## src/rtl/i2s_receiver.sv

```systemverilog
// i2s_receiver: I2S stereo capture into a clk-domain sample pair with decaying magnitude peaks
module i2s_receiver #(
    parameter int SAMPLE_W = 16,
    parameter int DECAY_SH = 4
) (
    input  logic                clk,
    input  logic                rst,
    input  logic                sclk,
    input  logic                lrck,
    input  logic                audio_sdout,
    input  logic                enable,
    input  logic                err_clr,
    input  logic                decay_tick,
    output logic [SAMPLE_W-1:0] sample_left,
    output logic [SAMPLE_W-1:0] sample_right,
    output logic                sample_valid,
    output logic [SAMPLE_W-2:0] peak_left,
    output logic [SAMPLE_W-2:0] peak_right,
    output logic                frame_err
);
    typedef enum logic [1:0] {IDLE, CAPTURE, HOLD} state_t;

    localparam logic [5:0] LAST = 6'(SAMPLE_W - 1);

    state_t state, state_nx;
    logic [1:0] sclk_sync, lrck_sync, sd_sync;
    logic sclk_q, lrck_prev;
    logic bit_ev, lr_chg, slot_start, shift_en, word_done, err_set;
    logic [5:0] cnt;
    logic [SAMPLE_W-1:0] shreg, word, pend_l;
    logic chan, left_pend;
    logic [SAMPLE_W-2:0] mag_l, mag_r, dec_l, dec_r, pk_l_nx, pk_r_nx;

    function automatic logic [SAMPLE_W-2:0] mag(input logic [SAMPLE_W-1:0] x);
        logic [SAMPLE_W-1:0] n;
        n = x[SAMPLE_W-1] ? -x : x;
        return n[SAMPLE_W-1] ? {(SAMPLE_W-1){1'b1}} : n[SAMPLE_W-2:0];
    endfunction

    assign bit_ev = sclk_sync[1] & ~sclk_q;
    assign lr_chg = lrck_sync[1] ^ lrck_prev;
    assign word   = {shreg[SAMPLE_W-2:0], sd_sync[1]};

    // state register
    always_ff @(posedge clk) begin
        if (rst) state <= IDLE;
        else     state <= state_nx;
    end

    // slot sequencing: an lrck change always opens a new slot, a change mid-word is a short slot
    always_comb begin
        state_nx   = state;
        slot_start = 1'b0;
        shift_en   = 1'b0;
        err_set    = 1'b0;
        if (!enable) begin
            state_nx = IDLE;
        end else if (bit_ev && lr_chg) begin
            slot_start = 1'b1;
            err_set    = state == CAPTURE;
            state_nx   = CAPTURE;
        end else if (bit_ev && state == CAPTURE) begin
            shift_en = 1'b1;
            state_nx = cnt == LAST ? HOLD : CAPTURE;
        end
        word_done = shift_en && cnt == LAST;
    end

    // input synchronizers and bit-event history
    always_ff @(posedge clk) begin
        if (rst) begin
            sclk_sync <= '0;
            lrck_sync <= '0;
            sd_sync   <= '0;
            sclk_q    <= 1'b0;
            lrck_prev <= 1'b0;
        end else begin
            sclk_sync <= {sclk_sync[0], sclk};
            lrck_sync <= {lrck_sync[0], lrck};
            sd_sync   <= {sd_sync[0], audio_sdout};
            sclk_q    <= sclk_sync[1];
            if (bit_ev) lrck_prev <= lrck_sync[1];
        end
    end

    // word assembly, left/right pairing and error flag
    always_ff @(posedge clk) begin
        if (rst) begin
            cnt          <= '0;
            shreg        <= '0;
            pend_l       <= '0;
            chan         <= 1'b0;
            left_pend    <= 1'b0;
            sample_left  <= '0;
            sample_right <= '0;
            sample_valid <= 1'b0;
            frame_err    <= 1'b0;
        end else begin
            sample_valid <= 1'b0;
            if (err_set)      frame_err <= 1'b1;
            else if (err_clr) frame_err <= 1'b0;
            if (!enable) begin
                cnt       <= '0;
                shreg     <= '0;
                pend_l    <= '0;
                left_pend <= 1'b0;
            end else if (slot_start) begin
                chan  <= lrck_sync[1];
                cnt   <= '0;
                shreg <= '0;
                if (err_set) left_pend <= 1'b0;
            end else if (shift_en) begin
                shreg <= word;
                cnt   <= cnt + 6'd1;
                if (word_done && !chan) begin
                    pend_l    <= word;
                    left_pend <= 1'b1;
                end else if (word_done && left_pend) begin
                    sample_left  <= pend_l;
                    sample_right <= word;
                    sample_valid <= 1'b1;
                    left_pend    <= 1'b0;
                end
            end else if (bit_ev && state == HOLD && cnt != 6'h3f) begin
                cnt <= cnt + 6'd1;
            end
        end
    end

    // candidate peaks: fresh magnitude versus the (optionally decayed) held peak
    always_comb begin
        mag_l   = sample_valid ? mag(sample_left) : '0;
        mag_r   = sample_valid ? mag(sample_right) : '0;
        dec_l   = decay_tick ? peak_left - (peak_left >> DECAY_SH) : peak_left;
        dec_r   = decay_tick ? peak_right - (peak_right >> DECAY_SH) : peak_right;
        pk_l_nx = mag_l > dec_l ? mag_l : dec_l;
        pk_r_nx = mag_r > dec_r ? mag_r : dec_r;
    end

    // peak registers hold while capture is disabled
    always_ff @(posedge clk) begin
        if (rst) begin
            peak_left  <= '0;
            peak_right <= '0;
        end else if (enable) begin
            peak_left  <= pk_l_nx;
            peak_right <= pk_r_nx;
        end
    end
endmodule
```

## config.mk

```make
export PLATFORM = sky130hd
export DESIGN_NAME = i2s_receiver
export DESIGN_NICKNAME = d
export VERILOG_FILES = /design/src/rtl/i2s_receiver.sv
export SDC_FILE = /design/constraint.sdc
export NUM_CORES = 1
export LEC_CHECK = 0
export ABC_AREA = 1
export BUFFER_PORTS_ARGS = -buffer_cell sky130_fd_sc_hd__buf_2
export CAP_MARGIN = 25
export CORE_ASPECT_RATIO = 2
export CORE_UTILIZATION = 55
export CTS_CLUSTER_DIAMETER = 40
export CTS_CLUSTER_SIZE = 8
export DETAILED_ROUTE_END_ITERATION = 12
export PLACE_DENSITY = 0.8
export SLEW_MARGIN = 10
export SYNTH_ARGS = -nofsm -noshare
export SYNTH_HDL_FRONTEND = slang
export SYNTH_SLANG_ARGS = --single-unit
```

## constraint.sdc

```tcl
create_clock -name clk -period 3 [get_ports clk]
set_clock_uncertainty 0.05 [all_clocks]
set_input_delay 0.45 -clock clk [delete_from_list [all_inputs] [get_ports clk]]
set_output_delay 0.45 -clock clk [all_outputs]
set_load 0.01 [all_outputs]
```

==> out/metrics.sh <==
OUTCOME='finished, violations left'
FAILED_CHECKS='negative setup slack'
POWER_REPORT.INTERNAL_TOTAL_uW=4682
FLOORPLAN.DIE_AREA_MM2=0.01436
GRT_ANTENNA_BEFORE_REPAIR=0
NUMBER_OF_BUFFERS_INSERTED_BY_PORT_BUFFERING=71
CRITPATHMAXFANOUT=8
R2R_START='peak_left[7]'
YOSYS.CELL_COUNT.TOP_TYPE='nand2_1'
COMBPWRFRAC=0.497
HTREEDEPTH=4
SYNTH_FP_NETS=1165
CP-START-KIND='flop'
TOTALPOWERFINAL_uW=7629
CLOCK_LATENCY_PS=420
CRITICALPATHCATEGORY='flop to flop'
DRTPASS1ITERATIONS=6
SYNTH-COMPOUND-AREA-SHARE=0.1612
VIASPERCELL=5.875
GRT_FIRST_PASS_WIRELENGTH_UM=35790
POST_SYNTH_ADDER_CELL_AREA=0.09228
CP_DATA_REQUIRED_TIME_PS=3200
CTSROOTBUFFERMASTER='clkbuf_16'
REMAINING_ANTENNA_VIOLATION_COUNT_AFTER_ROUTING=0
SYNTH_TOP_AREA_SHARE=0.2969
POST-PLACE-WS_PS=-380.7
EDFF_COUNT_SYNTH=0
SYNTH.YOSYS.SEQ_AREA_SHARE=0.2969
FF2FF_PATH_DEPTH=20
CTS_SINKS=113
TIGHTESTPINTRANSITION_PS=833.3
VIAS_IN_THE_FIRST_GLOBAL_ROUTE=8034
SWSHARE=0.3862
TOP_USAGE_LAYER='met2'
SYNTH.TOP_CELLS.BY_COUNT='198 x nand2_1, 132 x inv_1, 130 x nor2_1, 113 x dfxtp_1, 88 x a21oi_1'
USE_MET2=0.6010
CLK_TRANSITION_REPORTED_PATHS_PS=50
PLACE.GP.CONGESTION=0.9395
P_PER_AREA_mW_PER_MM2=709.3
INITIAL_CELL_DENSITY_OF_THE_CORE=0.5639
USE_MET3=0.04534
WORSTREG2REGEND='peak_left[6]'
GRTUSAGEMET1=0.3037
DOMINANTREGCELLSYNTH='dfxtp_1'
DP_HPWL_UM=16230
FINAL_MAX_SLEW_VIOL_COUNT=0
DRT_FIRST_ITER_VIOLATIONS=499
VIA_COUNT_OF_THE_ROUTED_DESIGN=8625
SYNTH.AREA.TOP_CELLS='dfxtp_1 30%, nand2_1 9.8%, ha_1 8.7%'
GRT_REMAINING_OVERFLOW=0
POST_ROUTE_CELLS_DRIVE_ABOVE_1_SHARE=0.3762
CORE_AREA_MM2=0.01351
FP.DIEH_UM=168.5
TIMING_HOLD_VIOLATIONS_FINAL=0
SYNTH-ASYNC-RESET-RATIO=0
FINALSETUPVIOLATIONS=30
FINAL_CRITICAL_PATH_SETUP_SLACK_PS=-520.6
DRCVIOLATIONCOUNT=0
REGTOREGSETUPSLACK_PS=-520
MUXSHAREOFSYNTHAREA=0.003941
SYNTH_AREA_MM2=0.007620
AREA_GROWTH_SYN_TO_LAYOUT_PCT=41.15
PLACE_AREA_MM2=0.009166
ANTENNADIODECOUNT=0
CLOCK_TREE.BUFFER_DEPTH=2
POST-SYNTH-TOP-AREA-CELL='dfxtp_1'
POWER.NET_SWITCHING_uW=2946
WORST_HOLD_PATH.ENDPOINT='sclk_sync[0]'
ROUTED_WL_UM=25350
SYNTHESIS.INSTANCES=1102
CLOCK.FMAX_GHz=0.2840
SYNTH_TOP_FAMILY_BY_AREA='simple AND/OR/NAND/NOR gates'
LEAKAGE_uW=0.005106
MAX-CAP-VIOLATIONS=0
HOLD_DEPTH=3
MIN-DELAY-START='sclk'
POST_SYNTHESIS_SHARE_OF_CELL_AREA_SPENT_ON_AND_OR_NAND_AND_NOR_GATES=0.3069
YOSYS.CELL_TYPES.COUNT=45
P_SEQ_FRAC=0.222
WORSTPATHARRIVAL_PS=3720
MAX-SLEW-MARGIN-REL=0.4444
MAXIMUM_RESISTIVE_DROP_ON_VDD_mV=0.6374
CLKPWRFRAC=0.280
YS_FF_LATCH=113
WORST_HOLD_SLACK_PS=183.6
POST_DRT_WL_PER_CELL_UM=17.27
FINALCRITPERIODSHARE=1.174
CRITICAL_PATH.ENDPOINT_TYPE='flop'
FINAL_NET_COUNT=1363
CTS_MADE_BUFFERS=17
HOLDCRITPATHCLASS='input pin to flop'
POST-ROUTE-UTIL=0.7959
PLACEMENT_ROWS=60
SYNTH.YOSYS.WARNINGS=0
GRT_SETUP_UNREPAIRED='yes'
IO_PINS=72
MIN_PERIOD_PS=3521
SYN-MEAN-INSTANCE-AREA_UM2=6.915
TRITONCTS='done'
GROUTE.USAGE.OVERALL=0.3148
SYNTH_XOR_AREA_FRAC=0.03563
DIE_WIDTH_UM=85.23
GRT_START_MAX_NET_PINS=74
CTS-HOLD-FIX-BUFFERS=0
FINAL_CELL_AREA_MM2=0.01076
[critical path: stages (launching register included)]
cell and delay [ps]:
dfxtp_4 390, inv_2 60, ha_4 300, nand2_1 120, nor2_2 150, nand3_1 170, nand3_2 150, nand3_2 110
nand2_1 120, xor2_1 280, ha_1 180, nand4_1 90, inv_2 90, nand4_1 90, nor4_2 280, nand4_4 200
buf_12 200, nand2_8 80, nand2_1 60, nand3_1 80, a21oi_1 100
[worst max path at each step]
| stage | startpoint | to | depth (start not counted) |
|---|---|---|---|
| 2_1_floorplan | peak_right[6] | peak_right[4] | 22 |
| 3_3_place_gp | peak_right[5] | peak_right[5] | 19 |
| 3_5_place_dp | peak_right[5] | peak_right[2] | 21 |
| 4_1_cts | peak_right[4] | peak_right[10] | 19 |
| 5_1_grt | peak_left[7] | peak_left[6] | 20 |
| 6_report | peak_left[7] | peak_left[6] | 20 |
[cell families (layout without fill, tap and decap cells)]
kind of cell	Yosys count	count (layout)
flops	113	113
mux	3	3
xor+xnor	31	31
simple gates	489	491
buf+inv	190	399
fa+ha+maj	55	55
compound gates	221	221
[power groups by stage]
stage | clock (µW) | sequential (µW) | combinational (µW)
floorplan | 0 | 1770 | 1750
global placement | 0 | 1700 | 2700
detailed placement | 0 | 1710 | 2760
CTS | 2140 | 1680 | 2920
global route | 2210 | 1700 | 4070
finish | 2140 | 1700 | 3790
[registers in the layout, summed over array words and instances, names as in the netlist]
| signal | count |
|---|---|
| frame_err | 1 |
| peak_left | 15 |
| cnt | 6 |
| sd_sync | 2 |
| pend_l | 16 |
| lrck_prev | 1 |
| left_pend | 1 |
| sclk_q | 1 |
| sample_right | 16 |
| state | 2 |
| sample_valid | 1 |
| sclk_sync | 2 |
| peak_right | 15 |
| shreg | 15 |
| lrck_sync | 2 |
| chan | 1 |
| sample_left | 16 |
[repair_timing]
item / 4_1_cts / 5_1_grt
endpoints found under the setup margin: 30 / 30
pin swaps: 23 / 65
gates cloned: 1 / 2
gates resized for setup: 27 / 148
buffers inserted: 3 / 13
endpoints found under the hold margin: 0 / 0
[stage by stage]
stage               std cells  setup TNS, ps
detailed placement       1417          -9688
CTS                      1453          -9229
floorplan                1102         -245.9
global placement         1417          -7035
global route             1468         -19690
finish                   1468         -13980
[cell usage in the layout (no fill, tap or decap), types with 33 or more instances in the layout]
cell and count:
buf_2 71, dfxtp_1 88, inv_1 112, nor2_1 126, a211oi_1 33, nand3_2 48
o21ai_0 64, a21oi_1 69, buf_4 137, nand3_1 47, ha_1 34, nand2_1 175
[per-layer routing]
metal	wire length (µm)	part of all wire
met5	0	0
met4	1728	0.068
met3	1350	0.053
met2	13510	0.53
met1	8765	0.35
[layout make-up]
| class | count | area [µm²] |
|---|---|---|
| clock inverter | 9 | 117.6 |
| tap | 155 | 193.9 |
| timing repair buffer | 220 | 1583 |
| sequential | 113 | 2318 |
| clock buffer | 23 | 520.5 |
| multi-input combinational | 801 | 5461 |
| fill | 823 | 2758 |
| inverter | 147 | 560.5 |
No activity file was read; power rests on OpenSTA's default activity.
